[src/rtl/mem1_stage.sv]
// MEM1 pipeline stage: holds one instruction from EXE, issues its data SRAM
// request (address phase only) and hands the instruction on to MEM2.
module mem1_stage #(
    parameter int IN_WD  = 175,
    parameter int OUT_WD = 79
) (
    input  logic              clk,
    input  logic              reset,
    input  logic              es_to_m1s_valid,
    input  logic [IN_WD-1:0]  es_to_m1s_bus,
    output logic              m1s_allowin,
    input  logic              m2s_allowin,
    output logic              m1s_to_m2s_valid,
    output logic [OUT_WD-1:0] m1s_to_m2s_bus,
    output logic              data_req,
    output logic              data_wr,
    output logic [3:0]        data_wstrb,
    output logic [31:0]       data_addr,
    output logic [31:0]       data_wdata,
    input  logic              data_addr_ok,
    input  logic              flush,
    output logic              m1s_ex,
    output logic              m1s_inst_eret,
    output logic [4:0]        M1_dest,
    output logic [31:0]       M1_result,
    output logic              m1s_load_op
);

    typedef enum logic [1:0] {IDLE, REQ, DONE, CANCEL} state_t;

    state_t             state, state_nxt;
    logic               m1s_valid;
    logic [IN_WD-1:0]   bus_r;

    logic [31:0] wdata, alu_result;
    logic [3:0]  wen;
    logic [4:0]  exctype, dest;
    logic        mem_we, load_op, ex, eret, gr_we;
    logic        need_mem, ready_go, issued, leaving;
    logic        unused_bits;

    assign wdata      = bus_r[174:143];
    assign wen        = bus_r[142:139];
    assign mem_we     = bus_r[138];
    assign load_op    = bus_r[133];
    assign ex         = bus_r[127];
    assign exctype    = bus_r[126:122];
    assign eret       = bus_r[120];
    assign gr_we      = bus_r[69];
    assign dest       = bus_r[68:64];
    assign alu_result = bus_r[63:32];
    assign unused_bits = &{1'b0, bus_r[137:134], bus_r[132:128], bus_r[121], bus_r[119:70]};

    // Excepting instructions never touch memory.
    assign need_mem = m1s_valid & (load_op | mem_we) & ~ex;

    // Request FSM. A request, once raised, is held until accepted even if the
    // instruction is flushed underneath it (CANCEL drains it).
    always_comb begin
        state_nxt = state;
        data_req  = 1'b0;
        case (state)
            IDLE: begin
                data_req = need_mem & ~flush;
                if (need_mem & ~flush) begin
                    if (data_addr_ok) state_nxt = m2s_allowin ? IDLE : DONE;
                    else              state_nxt = REQ;
                end
            end
            REQ: begin
                data_req = 1'b1;
                if (data_addr_ok)  state_nxt = (flush | m2s_allowin) ? IDLE : DONE;
                else if (flush)    state_nxt = CANCEL;
            end
            DONE: begin
                if (flush | leaving) state_nxt = IDLE;
            end
            CANCEL: begin
                data_req = 1'b1;
                if (data_addr_ok) state_nxt = IDLE;
            end
            default: state_nxt = IDLE;
        endcase
    end

    assign ready_go = ~need_mem | (state == DONE) |
                      (((state == IDLE) | (state == REQ)) & data_req & data_addr_ok);
    assign issued   = need_mem & ready_go;

    assign m1s_to_m2s_valid = m1s_valid & ready_go & ~flush;
    assign leaving          = m1s_to_m2s_valid & m2s_allowin;
    assign m1s_allowin      = (~m1s_valid | (ready_go & m2s_allowin)) & (state != CANCEL);
    assign m1s_to_m2s_bus   = {issued, ex, exctype, eret, load_op, bus_r[69:0]};

    // Request fields come straight from the held payload, so they stay stable
    // for as long as the request is outstanding.
    assign data_wr    = mem_we;
    assign data_addr  = alu_result;
    assign data_wstrb = load_op ? 4'b0000 : wen;
    assign data_wdata = wdata;

    assign m1s_ex        = m1s_valid & ex;
    assign m1s_inst_eret = m1s_valid & eret;
    assign m1s_load_op   = m1s_valid & load_op;
    assign M1_dest       = m1s_valid ? dest : 5'd0;
    assign M1_result     = alu_result;

    // FSM state register.
    always_ff @(posedge clk or negedge reset) begin
        if (!reset) state <= IDLE;
        else        state <= state_nxt;
    end

    // Stage valid: flush always empties the stage.
    always_ff @(posedge clk or negedge reset) begin
        if (!reset)           m1s_valid <= 1'b0;
        else if (flush)       m1s_valid <= 1'b0;
        else if (m1s_allowin) m1s_valid <= es_to_m1s_valid;
    end

    // Payload register, loaded only when a new instruction actually enters.
    always_ff @(posedge clk or negedge reset) begin
        if (!reset)                                      bus_r <= '0;
        else if (m1s_allowin & es_to_m1s_valid & ~flush) bus_r <= es_to_m1s_bus;
    end

endmodule

[config.mk]
export PLATFORM = sky130hd
export DESIGN_NAME = mem1_stage
export DESIGN_NICKNAME = d
export VERILOG_FILES = /design/src/rtl/mem1_stage.sv
export SDC_FILE = /design/constraint.sdc
export NUM_CORES = 1
export LEC_CHECK = 0
export BUFFER_PORTS_ARGS = -buffer_cell sky130_fd_sc_hd__buf_4
export CORE_MARGIN = 2
export CORE_UTILIZATION = 30
export DETAILED_ROUTE_END_ITERATION = 12
export GPL_TIMING_DRIVEN = 0
export PLACE_DENSITY = 0.68
export SLEW_MARGIN = 20
export SYNTH_ARGS = -nofsm -noshare
export SYNTH_HDL_FRONTEND = slang
export SYNTH_SLANG_ARGS = --single-unit
export TNS_END_PERCENT = 100
[constraint.sdc]
create_clock -name clk -period 2.14 [get_ports clk]
set_input_delay 0.428 -clock clk [delete_from_list [all_inputs] [get_ports clk]]
set_output_delay 0.428 -clock clk [all_outputs]
set_load 0.005 [all_outputs]
Word level (Yosys, flattened, before mapping)
Index checks and enable logic that the tools add are counted.
{"block": "op_classes", "addsub": 0, "n_mul": 0, "div": 0, "order_cmp": 0, "eq_ne": 8, "n_shift": 0, "mux": 14, "bitwise_logic": 27, "n_reduce_logical": 4}
{"op": "1-bit bitwise AND", "count": 16}
{"op": "2-bit 2-to-1 mux", "count": 8}
{"op": "2-bit != test, second input constant", "count": 4}
{"op": "2-bit one-hot mux with 4 select lines", "count": 1}
{"op": "1-bit OR", "count": 7}
{"op": "5-bit 2-to-1 mux", "count": 1}
{"op": "2-bit == test, second input constant", "count": 2}
{"op": "4-bit 2-to-1 mux", "count": 1}
{"op": "1-bit inverter", "count": 4}
{"op": "4-bit AND reduction", "count": 1}
{"op": "3-bit != test, second input constant", "count": 1}
{"op": "2-bit by 1-bit == test with 1-bit output, second input constant", "count": 1}
{"op": "2-bit zero test", "count": 1}
{"op": "1-bit 2-to-1 mux", "count": 2}
{"op": "1-bit one-hot mux with 2 select lines", "count": 1}
{"op": "2-bit nonzero test", "count": 1}
{"op": "2-bit OR reduction", "count": 1}
{"block": "totals", "reg_bits": 178, "latch_bits": 0, "ram_bits": 0, "romBits": 0, "inputBits": 181, "out_inout_bits": 191, "wordCells": 56, "memories": 0}

Depth between registers and ports, before layout
Gate-level depths: netlist of the first run.
{"block": "depth", "depth_word": 14, "depth_mapped": 7, "mapped_depth_nobuf": 4}

Worst setup path before layout of the first run
Ideal clock, no wire load.
{"block": "synth_path", "path_type": "reg-to-reg", "from": "register bus_r[133]", "to": "register bus_r[10]", "setup_ps": 125, "t_arrival_ps": 1683, "required_time_ps": 2015, "setup_slack_ps": 332, "stages_incl_launch_ff": 7, "path_buffers": 2, "period_less_slack_ps": 1808, "cell_sequence": "dfrtp_1 > o21ba_2 > and2_1 > a21oi_2 > buf_6 > buf_6 > mux2_4"}
{"block": "synth_between", "elab_chain_len": 13, "word_cells_on_any_way": 15, "cone_classes": "mux: 1; bitwise: 14"}
{"item": "start, declared", "line": "33", "rtl": "logic [IN_WD-1:0] bus_r;"}
{"item": "start signal, assigned", "line": "124", "rtl": "else if (m1s_allowin & es_to_m1s_valid & ~flush) bus_r <= es_to_m1s_bus;"}
{"item": "1-bit OR (*)", "line": "55", "rtl": "assign need_mem = m1s_valid & (load_op | mem_we) & ~ex;"}
{"item": "1-bit bitwise AND (*) (2 in a row)", "line": "55"}
{"item": "1-bit bitwise AND", "line": "64", "rtl": "data_req = need_mem & ~flush;"}
{"item": "1-bit one-hot mux with 2 select lines", "line": "62", "rtl": "case (state)"}
{"item": "1-bit bitwise AND (2 in a row)", "line": "87", "rtl": "(((state == IDLE) | (state == REQ)) & data_req & data_addr_ok);"}
{"item": "1-bit OR (*)", "line": "86", "rtl": "assign ready_go = ~need_mem | (state == DONE) |"}
{"item": "1-bit bitwise AND (*)", "line": "92", "rtl": "assign m1s_allowin = (~m1s_valid | (ready_go & m2s_allowin)) & (state != CANCEL);"}
{"item": "1-bit OR (*)", "line": "92"}
{"item": "1-bit bitwise AND (*)", "line": "92"}
{"item": "1-bit bitwise AND (*) (2 in a row)", "line": "124"}
Mark *: on every way between the ends. The rest lies on a longest branch, timed or not.
A chain may end at the register's enable or synchronous reset.

Worst setup path in the final report of the first run
{"block": "layout_path", "from": "register state[0]", "to": "output port m1s_allowin"}
{"block": "layout_between", "elab_chain_len": 9, "word_cells_on_any_way": 15, "cone_classes": "eq/ne: 4; mux: 1; bitwise: 8; reduce/logical: 2"}
{"item": "start, declared", "line": "31", "rtl": "state_t state, state_nxt;"}
{"item": "start signal, assigned", "line": "111", "rtl": "else state <= state_nxt;"}
{"item": "2-bit by 1-bit == test with 1-bit output or 2-bit == test (tied branches)", "line": "62, 87"}
{"item": "2-bit OR reduction (no line)"}
{"item": "1-bit one-hot mux with 2 select lines", "line": "62"}
{"item": "1-bit bitwise AND (2 in a row)", "line": "87"}
{"item": "1-bit OR", "line": "86"}
{"item": "1-bit bitwise AND", "line": "92"}
{"item": "1-bit OR", "line": "92"}
{"item": "1-bit bitwise AND (*)", "line": "92"}
{"item": "end, declared", "line": "11", "rtl": "output logic m1s_allowin,"}
Marks and branches as above.

==> out/results.tsv, run 1 <==
stage	metric	value	unit
run_status	status	finished, violations left	
run_status	failing checks	setup timing	
route	drt total wl	15100	um
grt	initial antenna violation count	0	
sta	Slew @ Worst Pin	0.522	ns
floorplanning	Die Span Y	147	um
place	Placed Instance Area	8870	um2
clock_tree	CTS tree	built	
pwr	peak supply drop	0.500	mV
layout	antenna diode count	0	
pwr	PD cells	954	nW/um2
clock_tree	htree depth	4	
floorplanning	die area	21700	um2
sta	fin. max-slew vios	0	
synth	top cells by count, synth	175 x buf_4, 118 x dfrtp_1, 60 x mux2_4, 54 x mux2_2, 9 x and2_1	
synth	mux contribution to synthesized area	24.5	%
pwr	NetSw	2230	uW
pwr	leakage	0.00490	uW
synth	post-synthesis simple-gate area fraction	1.99	%
worst_setup_path	Crit Path Class	reg2out	
place	GP Congestion	0.777	
synth	largest cells by area after synthesis	dfrtp_1 48%, buf_4 21%, mux2_4 15%, mux2_2 9.9%, buf_6 1.3%	
route	initial drt markers	69	
route	WL per Instance	13.9	um
worst_setup_path	Worst setup EP type	output pin	
floorplanning	I/O Pins	372	
synth	Synth area leader	dfrtp_1	
synth	largest family of logic cells by synthesized area	multiplexers	
hold_path	Hold Path Class	in2reg	
layout	# nets final	984	
clock_tree	CTS Buf Count	17	
synth	Synth warnings	0	
layout	Final Non-Filler Cells	1085	
clock_tree	worst-skew pair later-pin latency	0.41	ns
synth	async set-reset flop share out of synthesis	100	%
place	placed cell count	1047	
pwr	Net Sw Frac	24.4	%
sta	setup ws final	-0.0249	ns
floorplanning	initial core utilization	30.6	%
synth	Cell Area, Synth	6160	um2
floorplanning	core area	20200	um2
route	DR vias	4285	
route	ANT nets after route	0	
synth	Syn Nets	646	
grt	vias in the first global route	4412	
sta	Final Hold Vio Count	0	
clock_tree	Root Driver	clkbuf_16	
synth	complex-gate fraction of the synthesized area	2.17	%
synth	Synth Instances	465	
worst_setup_path	CP startpoint kind	flip-flop	
layout	Synth-to-Final Area Change	55.1	%
synth	Synth top area share	47.9	%
grt	Global Route Usage Sum	13.8	%
worst_setup_path	Crit Path Max Fanout	3	
synth	ys flop type	dfrtp_1	
grt	largest net degree at the start of global routing	66	
pwr	part of the power in combinational logic	35.7	%
sta	clk_skew	0.0102	ns
floorplanning	cell row count	52	
layout	fraction of layout cells with a size suffix above 1	81.5	%
run	Max Cap Viol	0	
sta	Fmax achieved	462	MHz
synth	Synth Area per Inst	13.3	um2
pwr	clock share of power	31.0	%
pwr	Int Pwr	6890	uW
worst_setup_path	Worst Path Arrival	1.74	ns
grt	grt ovf	0	
grt	first-pass GRT wire length	23400	um
route	Via density	3.95	
synth	fraction of the mapped netlist area in adder cells	0	%
sta	min Tclk post-route	2.16	ns
place	port buffer count	311	
route	TritonRoute pass-1 iters	4	
clock_tree	CTS Sinks	118	
sta	RSZ-0062 raised after global routing	true	
synth	register bit total from synthesis	118	
floorplanning	DIE WIDTH	147	um
synth	Yosys cell types	24	
layout	cell area after layout	9560	um2
sta	period utilisation layout	101	%
synth	Post-synth EDFFs	0	
sta	Setup violations, final	3	
clock_tree	Longest Clk Path Bufs	2	
pwr	Flop pwr share	33.3	%
synth	most common cell in the netlist	buf_4	
place	hpwl dp	11500	um
synth	register area share after synthesis	47.9	%
route	Residual DRC	0	
clock_tree	Clock Pin Slew Worst Setup and Hold Paths	0.05	ns
synth	Post-Synth XOR/XNOR Area	0	%
sta	Slew headroom	65.2	%
worst_setup_path	required time of the critical path	1.71	ns
==> power by group through the flow <==
| stage | clock network [uW] | registers [uW] | logic, uW |
|---|---|---|---|
| 2_1_floorplan | 0 | 2970 | 1800 |
| 3_3_place_gp | 0 | 3060 | 3230 |
| 3_5_place_dp | 0 | 3070 | 3270 |
| 4_1_cts | 2920 | 3050 | 3310 |
| 5_1_grt | 3040 | 3120 | 3480 |
| 6_report | 2830 | 3040 | 3260 |
==> cell type report <==
class                   instances  area (um2)
fillers                      1868       10600
flip-flops and latches        118        2960
repair buffers                321        2440
multi-input cells             153        1790
plain buffers                 188        1430
clock buffers                  23         488
well taps                     270         338
clock inverters                 8        97.6
inverters                       4        15.0
==> final timing paths <==
| path | start | slack (ns) | to | cells after the start |
|---|---|---|---|---|
| setup / recovery | state[0] | -0.02 | m1s_allowin | 5 |
| hold / removal | data_addr_ok | 0.21 | state[0] | 2 |
| setup reg to reg | bus_r[133] | 0.10 | bus_r[48] | 6 |
| hold reg to reg | bus_r[142] | 0.50 | bus_r[142] | 1 |
| max in group asynchronous | reset | 0.88 | state[0] | 3 |
| min in group asynchronous | reset | 0.54 | bus_r[161] | 2 |
==> through the flow <==
step | hold slack (ns) | util (%) | power, uW | worst slack (ns) | setup TNS (ns)
after floorplan | 0.132 | - | 4760 | 0.332 | 0
after global placement | 0.483 | 43.8 | 6280 | -0.120 | -8.33
after detailed placement | 0.420 | 44.0 | 6340 | -0.125 | -9.35
after CTS | 0.186 | 47.3 | 9280 | -0.0372 | -0.109
after global routing | 0.208 | 47.4 | 9630 | -0.107 | -0.290
final | 0.208 | 47.4 | 9120 | -0.0249 | -0.0548
==> kinds of logic after synthesis <==
family | after synthesis
AOI/OAI and AO/OA | 17
and+or+nand+nor | 22
DFF | 118
muxes | 114
buffers and inverters | 194
==> per-layer routing <==
layer  vias to the layer above  wire length [um]  GRT usage (%)
met5                         -                 0              0
met4                         0               211           4.62
met3                        16              1130           4.72
met2                       180              7860           24.2
met1                      2035              5920           15.8
li1                       2054                 -              -
==> worst max-delay path, cell delays in order (launching register included) <==
cell	delay (ns)
dfrtp_2	0.41
or3b_4	0.39
o211ai_2	0.10
nand2_2	0.09
a31o_2	0.21
buf_4	0.13
==> placed cells by master (no fill, tap or decap), drive strengths merged, types with 2 or more instances in the layout <==
| master | n |
|---|---|
| clkinv | 3 |
| nor2 | 3 |
| mux2 | 114 |
| clkbuf | 24 |
| a211oi | 2 |
| and2 | 9 |
| nand2 | 4 |
| buf | 507 |
| dfrtp | 118 |
| nor2b | 5 |
| a311oi | 3 |
| clkinvlp | 3 |
| a21oi | 5 |
| inv | 4 |
| bufinv | 2 |
==> flip-flops by register name, indices dropped and copies added (netlist names) <==
name,count
state,2
m1s_valid,1
bus_r,115
==> repair_timing <==
item                       CTS  global route
pin swaps                    4             1
buffers inserted             8             0
hold endpoints to repair    26             0
setup endpoints to repair  114            73
gates resized for setup     11             4
hold buffers                 1             0
cloned                       0             0
No activity file was read; power rests on OpenSTA's default activity.
==> run 2, diff against run 1 <==
--- a/config.mk
+++ b/config.mk
@@ -11,6 +11,7 @@
 export DETAILED_ROUTE_END_ITERATION = 12
 export GPL_TIMING_DRIVEN = 0
 export PLACE_DENSITY = 0.68
+export REMOVE_ABC_BUFFERS = 1
 export SLEW_MARGIN = 20
 export SYNTH_ARGS = -nofsm -noshare
 export SYNTH_HDL_FRONTEND = slang
==> out/results.tsv, run 2 (same netlist as run 1, synthesis figures left out) <==
stage	metric	value	unit	change
sta	period utilisation layout	101	%	about the same
sta	setup ws final	-0.0190	ns	was -0.0249 ns
grt	initial antenna violation count	0		unchanged
pwr	peak supply drop	0.456	mV	was 0.500 mV
grt	GRT met1 Usage	13.7	%	was 15.8%
grt	largest net degree at the start of global routing	70		was 66
sta	RSZ-0062 raised after global routing	true		unchanged
grt	vias in the first global route	3870		was 4412
place	port buffer count	311		unchanged
route	drt total wl	14200	um	was 15100 um
floorplanning	cell row count	52		unchanged
sta	Slew headroom	66.6	%	was 65.2%
layout	Synth-to-Final Area Change	39.3	%	was 55.1%
layout	commonest cells after routing, fill and taps aside	326 x buf_4, 114 x dfrtp_1, 60 x mux2_4		was 491 x buf_4, 115 x dfrtp_1, 60 x mux2_4
layout	Final Non-Filler Cells	926		was 1085
layout	antenna diode count	0		unchanged
sta	Slew @ Worst Pin	0.501	ns	was 0.522 ns
route	TritonRoute pass-1 iters	4		unchanged
route	ANT nets after route	0		unchanged
run	Max Cap Viol	0		unchanged
floorplanning	initial core utilization	30.6	%	unchanged
layout	fraction of layout cells with a size suffix above 1	77.1	%	was 81.5%
clock_tree	Longest Clk Path Bufs	2		unchanged
pwr	leakage	0.00421	uW	was 0.00490 uW
layout	most common cell after layout, fill and taps aside	buf_4		unchanged
floorplanning	DIE WIDTH	147	um	unchanged
sta	worst hold slack	0.230	ns	was 0.208 ns
clock_tree	Clock Pin Slew Worst Setup and Hold Paths	0.05	ns	about the same
floorplanning	Die Span Y	147	um	unchanged
layout	max FFs per register	115		unchanged
grt	Global Route Usage Sum	12.6	%	was 13.8%
sta	Fmax achieved	463	MHz	was 462 MHz
clock_tree	CTS Sinks	118		unchanged
layout	Top reg by flops	bus_r		unchanged
worst_setup_path	Worst Path Arrival	1.73	ns	was 1.74 ns
run_status	failing checks	setup timing		unchanged
worst_setup_path	Crit Path Class	reg2out		unchanged
grt	Most Crowded Layer GR	met2		unchanged
place	placed cell count	864		was 1047
clock_tree	CTS Buf Count	17		unchanged
run_status	status	finished, violations left		unchanged
route	Residual DRC	0		unchanged
sta	min Tclk post-route	2.16	ns	about the same
sta	clk_skew	0.00907	ns	was 0.0102 ns
layout	# nets final	825		was 984
place	GP Congestion	0.805		was 0.777
clock_tree	CTS tree	built		unchanged
clock_tree	Root Driver	clkbuf_16		unchanged
grt	grt ovf	0		unchanged
clock_tree	htree depth	4		unchanged
clock_tree	worst-skew pair later-pin latency	0.40	ns	was 0.41 ns
route	initial drt markers	45		was 69
layout	largest registers	bus_r x115, state x2, m1s_valid x1		unchanged
grt	first-pass GRT wire length	21300	um	was 23400 um
worst_setup_path	required time of the critical path	1.71	ns	about the same
floorplanning	I/O Pins	372		unchanged
sta	Setup violations, final	1		was 3
grt	GR Util met3	4.29	%	was 4.72%
hold_path	Hold Path Class	in2reg		unchanged
place	hpwl dp	9820	um	was 11500 um
grt	met2 Use GR	22.5	%	was 24.2%
worst_setup_path	CP startpoint kind	flip-flop		unchanged
worst_setup_path	Crit Path Max Fanout	3		unchanged
worst_setup_path	Worst setup EP type	output pin		unchanged
route	DR vias	3822		was 4285
floorplanning	core area	20200	um2	unchanged
route	Via density	4.13		was 3.95
route	WL per Instance	15.4	um	was 13.9 um
floorplanning	die area	21700	um2	unchanged
sta	fin. max-slew vios	0		unchanged
pwr	PD cells	960	nW/um2	was 954 nW/um2
place	Setup WS pre-CTS	-0.530	ns	was -0.125 ns
sta	Final Hold Vio Count	0		unchanged
[run 2: cell count changes in the layout (fill, tap and decap cells not counted), moves of 3 or more]
cell / delta
buf_6: +3
buf_16: +3
buf_2: -5
buf_12: +3
clkbuf_16: +3
buf_4: -165
[run 2: worst max-delay path, stage by stage (launching register included)]
cell      delay (ns)
dfrtp_2         0.41
or3b_4          0.41
o211ai_4        0.10
nand2_2         0.08
a31o_2          0.21
buf_4           0.13
[run 2: final cells by class]
| class | count | area, um2 |
|---|---|---|
| sequential | 118 | 2960 |
| tap | 270 | 338 |
| inverter | 4 | 15.0 |
| clock inverter | 8 | 97.6 |
| clock buffer | 23 | 488 |
| fill | 1919 | 11600 |
| multi-input combinational | 153 | 1820 |
| timing repair buffer | 350 | 2870 |
[run 2: report_power, final]
part	internal (uW)	total, uW	switching, uW
sequential	2700	3040	337
clock	1830	2820	999
combinational	1650	2390	734
[run 2: metrics by stage]
stage	area (um2)	setup TNS, ns	power [uW]	utilization (%)
global placement	7410	-632.86	5350	36.7
finish	8590	-0.0190	8250	42.6
global route	8590	-0.378	8690	42.6
detailed placement	7620	-32.02	5380	37.8
CTS	8410	-0.0648	8350	41.7
floorplan	4730	-416.33	3860	-
[run 2: path summary, 6_finish.rpt]
path	slack [ns]	depth (start not counted)	from	endpoint
max in group asynchronous	0.86	3	reset	bus_r[165]
min in group asynchronous	0.55	2	reset	bus_r[1]
worst min-delay path	0.23	2	data_addr_ok	state[0]
worst min register to register	0.50	1	bus_r[139]	bus_r[139]
worst max register to register	0.02	9	state[1]	bus_r[28]
worst max-delay path	-0.02	5	state[1]	m1s_allowin
[run 2: repair_timing]
item	in CTS	in global routing
endpoints found under the setup margin	103	44
setup buffers	18	10
pin swaps	4	4
resized for setup	15	11
hold buffers	1	0
hold endpoints to repair	49	0
gates cloned	1	3
[run 2: per-layer routing]
layer | vias up | part of all wire, % | wire (um)
met5 | - | 0 | 0
met3 | 17 | 7.4 | 1050
met2 | 188 | 53 | 7540
met4 | 0 | 2.0 | 282
met1 | 1879 | 38 | 5370
li1 | 1738 | - | -
==> run 3, diff against run 2 <==
--- a/config.mk
+++ b/config.mk
@@ -6,6 +6,7 @@
 export NUM_CORES = 1
 export LEC_CHECK = 0
 export BUFFER_PORTS_ARGS = -buffer_cell sky130_fd_sc_hd__buf_4
+export CAP_MARGIN = 10
 export CORE_MARGIN = 2
 export CORE_UTILIZATION = 30
 export DETAILED_ROUTE_END_ITERATION = 12
==> constraint.sdc (replaced) <==
create_clock -name clk -period 2.14 [get_ports clk]
set_input_delay 0.428 -clock clk [delete_from_list [all_inputs] [get_ports clk]]
set_output_delay 0.428 -clock clk [all_outputs]
set_load 0.01 [all_outputs]
==> out/results.tsv, run 3 (same netlist as run 1, synthesis figures left out) <==
stage	metric	value	unit	change
run_status	status	finished, violations left		unchanged
run_status	failing checks	setup timing		unchanged
grt	initial antenna violation count	0		unchanged
clock_tree	CTS tree	built		unchanged
clock_tree	worst-skew pair later-pin latency	0.40	ns	about the same
sta	Slew headroom	66.7	%	was 66.6%
sta	Setup TNS	-0.0133	ns	was -0.0190 ns
place	port buffer count	311		unchanged
grt	largest net degree at the start of global routing	70		unchanged
clock_tree	Longest Clk Path Bufs	2		unchanged
sta	Setup violations, final	1		unchanged
layout	# nets final	822		was 825
pwr	Tot Pwr	8540	uW	was 8250 uW
route	initial drt markers	50		was 45
clock_tree	CTS Sinks	118		unchanged
clock_tree	CTS Buf Count	17		unchanged
place	GP Congestion	0.805		unchanged
place	Setup WS pre-CTS	-0.530	ns	unchanged
hold_path	Hold Path Origin	data_addr_ok		unchanged
floorplanning	DIE WIDTH	147	um	unchanged
worst_setup_path	CP bufs+invs	1		unchanged
layout	fillcell total	1931		was 1919
clock_tree	Root Driver	clkbuf_16		unchanged
worst_setup_path	CP cell instances	or3b_4 > o211ai_4 > nand2_2 > a31o_2 > buf_6		was or3b_4 > o211ai_4 > nand2_2 > a31o_2 > buf_4
route	TritonRoute pass-1 iters	4		unchanged
floorplanning	cell row count	52		unchanged
worst_setup_path	largest stage delay on the critical path	0.41	ns	about the same
route	WL per Instance	15.5	um	was 15.4 um
worst_setup_path	Crit Path Max Fanout	3		unchanged
pwr	Net Sw Frac	27.6	%	was 25.1%
worst_setup_path	Crit Path Class	reg2out		unchanged
floorplanning	initial core utilization	30.6	%	unchanged
worst_setup_path	required time of the critical path	1.71	ns	about the same
pwr	NetSw	2360	uW	was 2070 uW
layout	max FFs per register	115		unchanged
pwr	part of the power in combinational logic	31.3	%	was 28.9%
sta	RSZ-0062 raised after global routing	true		unchanged
layout	area of the multi-input gates	1810	um2	was 1820 um2
layout	antenna diode count	0		unchanged
layout	largest registers	bus_r x115, state x2, m1s_valid x1		unchanged
run	Max Cap Viol	0		unchanged
sta	Slew @ Worst Pin	0.500	ns	was 0.501 ns
sta	clk_skew	0.00840	ns	was 0.00907 ns
pwr	leakage	0.00419	uW	was 0.00421 uW
worst_setup_path	r2r setup slk	0.07	ns	was 0.02 ns
worst_setup_path	Worst setup EP type	output pin		unchanged
worst_setup_path	Setup crit start	state[1]		unchanged
sta	min Tclk post-route	2.15	ns	was 2.16 ns
grt	Global Route Usage Sum	12.6	%	about the same
sta	Fmax achieved	464	MHz	was 463 MHz
worst_setup_path	CP max-delay cell	dfrtp_2		unchanged
floorplanning	I/O Pins	372		unchanged
sta	period utilisation layout	101	%	about the same
layout	Top reg by flops	bus_r		unchanged
clock_tree	htree depth	4		unchanged
grt	vias in the first global route	3861		was 3870
sta	Final Hold Vio Count	0		unchanged
layout	cell area after layout	8520	um2	was 8590 um2
worst_setup_path	CP startpoint kind	flip-flop		unchanged
clock_tree	Clock Pin Slew Worst Setup and Hold Paths	0.05	ns	about the same
pwr	Flop pwr share	35.6	%	was 36.8%
grt	grt ovf	0		unchanged
layout	Synth-to-Final Area Change	38.1	%	was 39.3%
floorplanning	core area	20200	um2	unchanged
pwr	Int Pwr	6180	uW	about the same
pwr	clock share of power	33.1	%	was 34.2%
grt	first-pass GRT wire length	21200	um	was 21300 um
route	DR vias	3795		was 3822
sta	worst hold slack	0.230	ns	about the same
worst_setup_path	Top Family by Delay on Critical Path	simple AND/OR/NAND/NOR gates		unchanged
pwr	peak supply drop	0.457	mV	was 0.456 mV
place	Placed Instance Area	7620	um2	unchanged
route	Via density	4.11		was 4.13
layout	most common cell after layout, fill and taps aside	buf_4		unchanged
sta	setup ws final	-0.0133	ns	was -0.0190 ns
route	drt total wl	14300	um	was 14200 um
floorplanning	Die Span Y	147	um	unchanged
hold_path	Hold Path Class	in2reg		unchanged
sta	fin. max-slew vios	0		unchanged
worst_setup_path	r2r startpoint	state[1]		unchanged
place	hpwl dp	9820	um	unchanged
layout	fraction of layout cells with a size suffix above 1	77.2	%	was 77.1%
route	ANT nets after route	0		unchanged
layout	commonest cells after routing, fill and taps aside	329 x buf_4, 114 x dfrtp_1, 60 x mux2_4		was 326 x buf_4, 114 x dfrtp_1, 60 x mux2_4
layout	Reg area	2960	um2	unchanged
worst_setup_path	Worst Path Arrival	1.73	ns	about the same
route	Residual DRC	0		unchanged
floorplanning	die area	21700	um2	unchanged
pwr	PD cells	1000	nW/um2	was 960 nW/um2
## run 3: cell types whose count changed in the layout (fill, tap and decap cells not counted), sizes merged
| cell | delta |
|---|---|
| buf | -3 |
## run 3: path summary, 6_finish.rpt
path | to | cells past startpoint
max in group asynchronous | bus_r[165] | 3
max reg2reg | bus_r[150] | 8
max | m1s_allowin | 5
min reg2reg | bus_r[139] | 1
min in group asynchronous | bus_r[1] | 2
min | state[0] | 2
## run 3: area by class of cell
class                           count  area share (%)
Sequential cell                   118            34.7
Timing Repair Buffer              347            33.0
Multi-Input combinational cell    153            21.3
Clock buffer                       23            5.73
Tap cell                          270            3.97
Clock inverter                      8            1.15
Inverter                            4           0.176
## run 3: metal layers
layer	vias to the layer above	track usage, %	share of wire [%]	routed length [um]
met2	183	22.4	53	7600
met3	17	4.29	7.2	1030
met5	-	0	0	0
met1	1864	13.6	38	5390
li1	1731	-	-	-
met4	0	5.38	2.0	283
## run 3: power by group through the flow
| stage | logic (uW) | registers (uW) | clock network (uW) |
|---|---|---|---|
| after floorplan | 761 | 3380 | 0 |
| after global placement | 2590 | 3070 | 0 |
| after detailed placement | 2600 | 3080 | 0 |
| after CTS | 2680 | 3050 | 2930 |
| after global routing | 2840 | 3110 | 3030 |
| final | 2680 | 3040 | 2830 |
## run 3: through the flow
stage	instances	util, %
floorplan	275	-
global placement	856	36.7
detailed placement	864	37.8
CTS	913	41.7
global route	923	42.2
finish	923	42.2
## run 3: what timing repair did
item                       in CTS  in global routing
hold buffers                    1                  0
cloned                          1                  3
buffers inserted               18                  8
setup endpoints to repair     104                 44
hold endpoints to repair       49                  0
pin swaps                       5                  4
resized for setup              16                  5
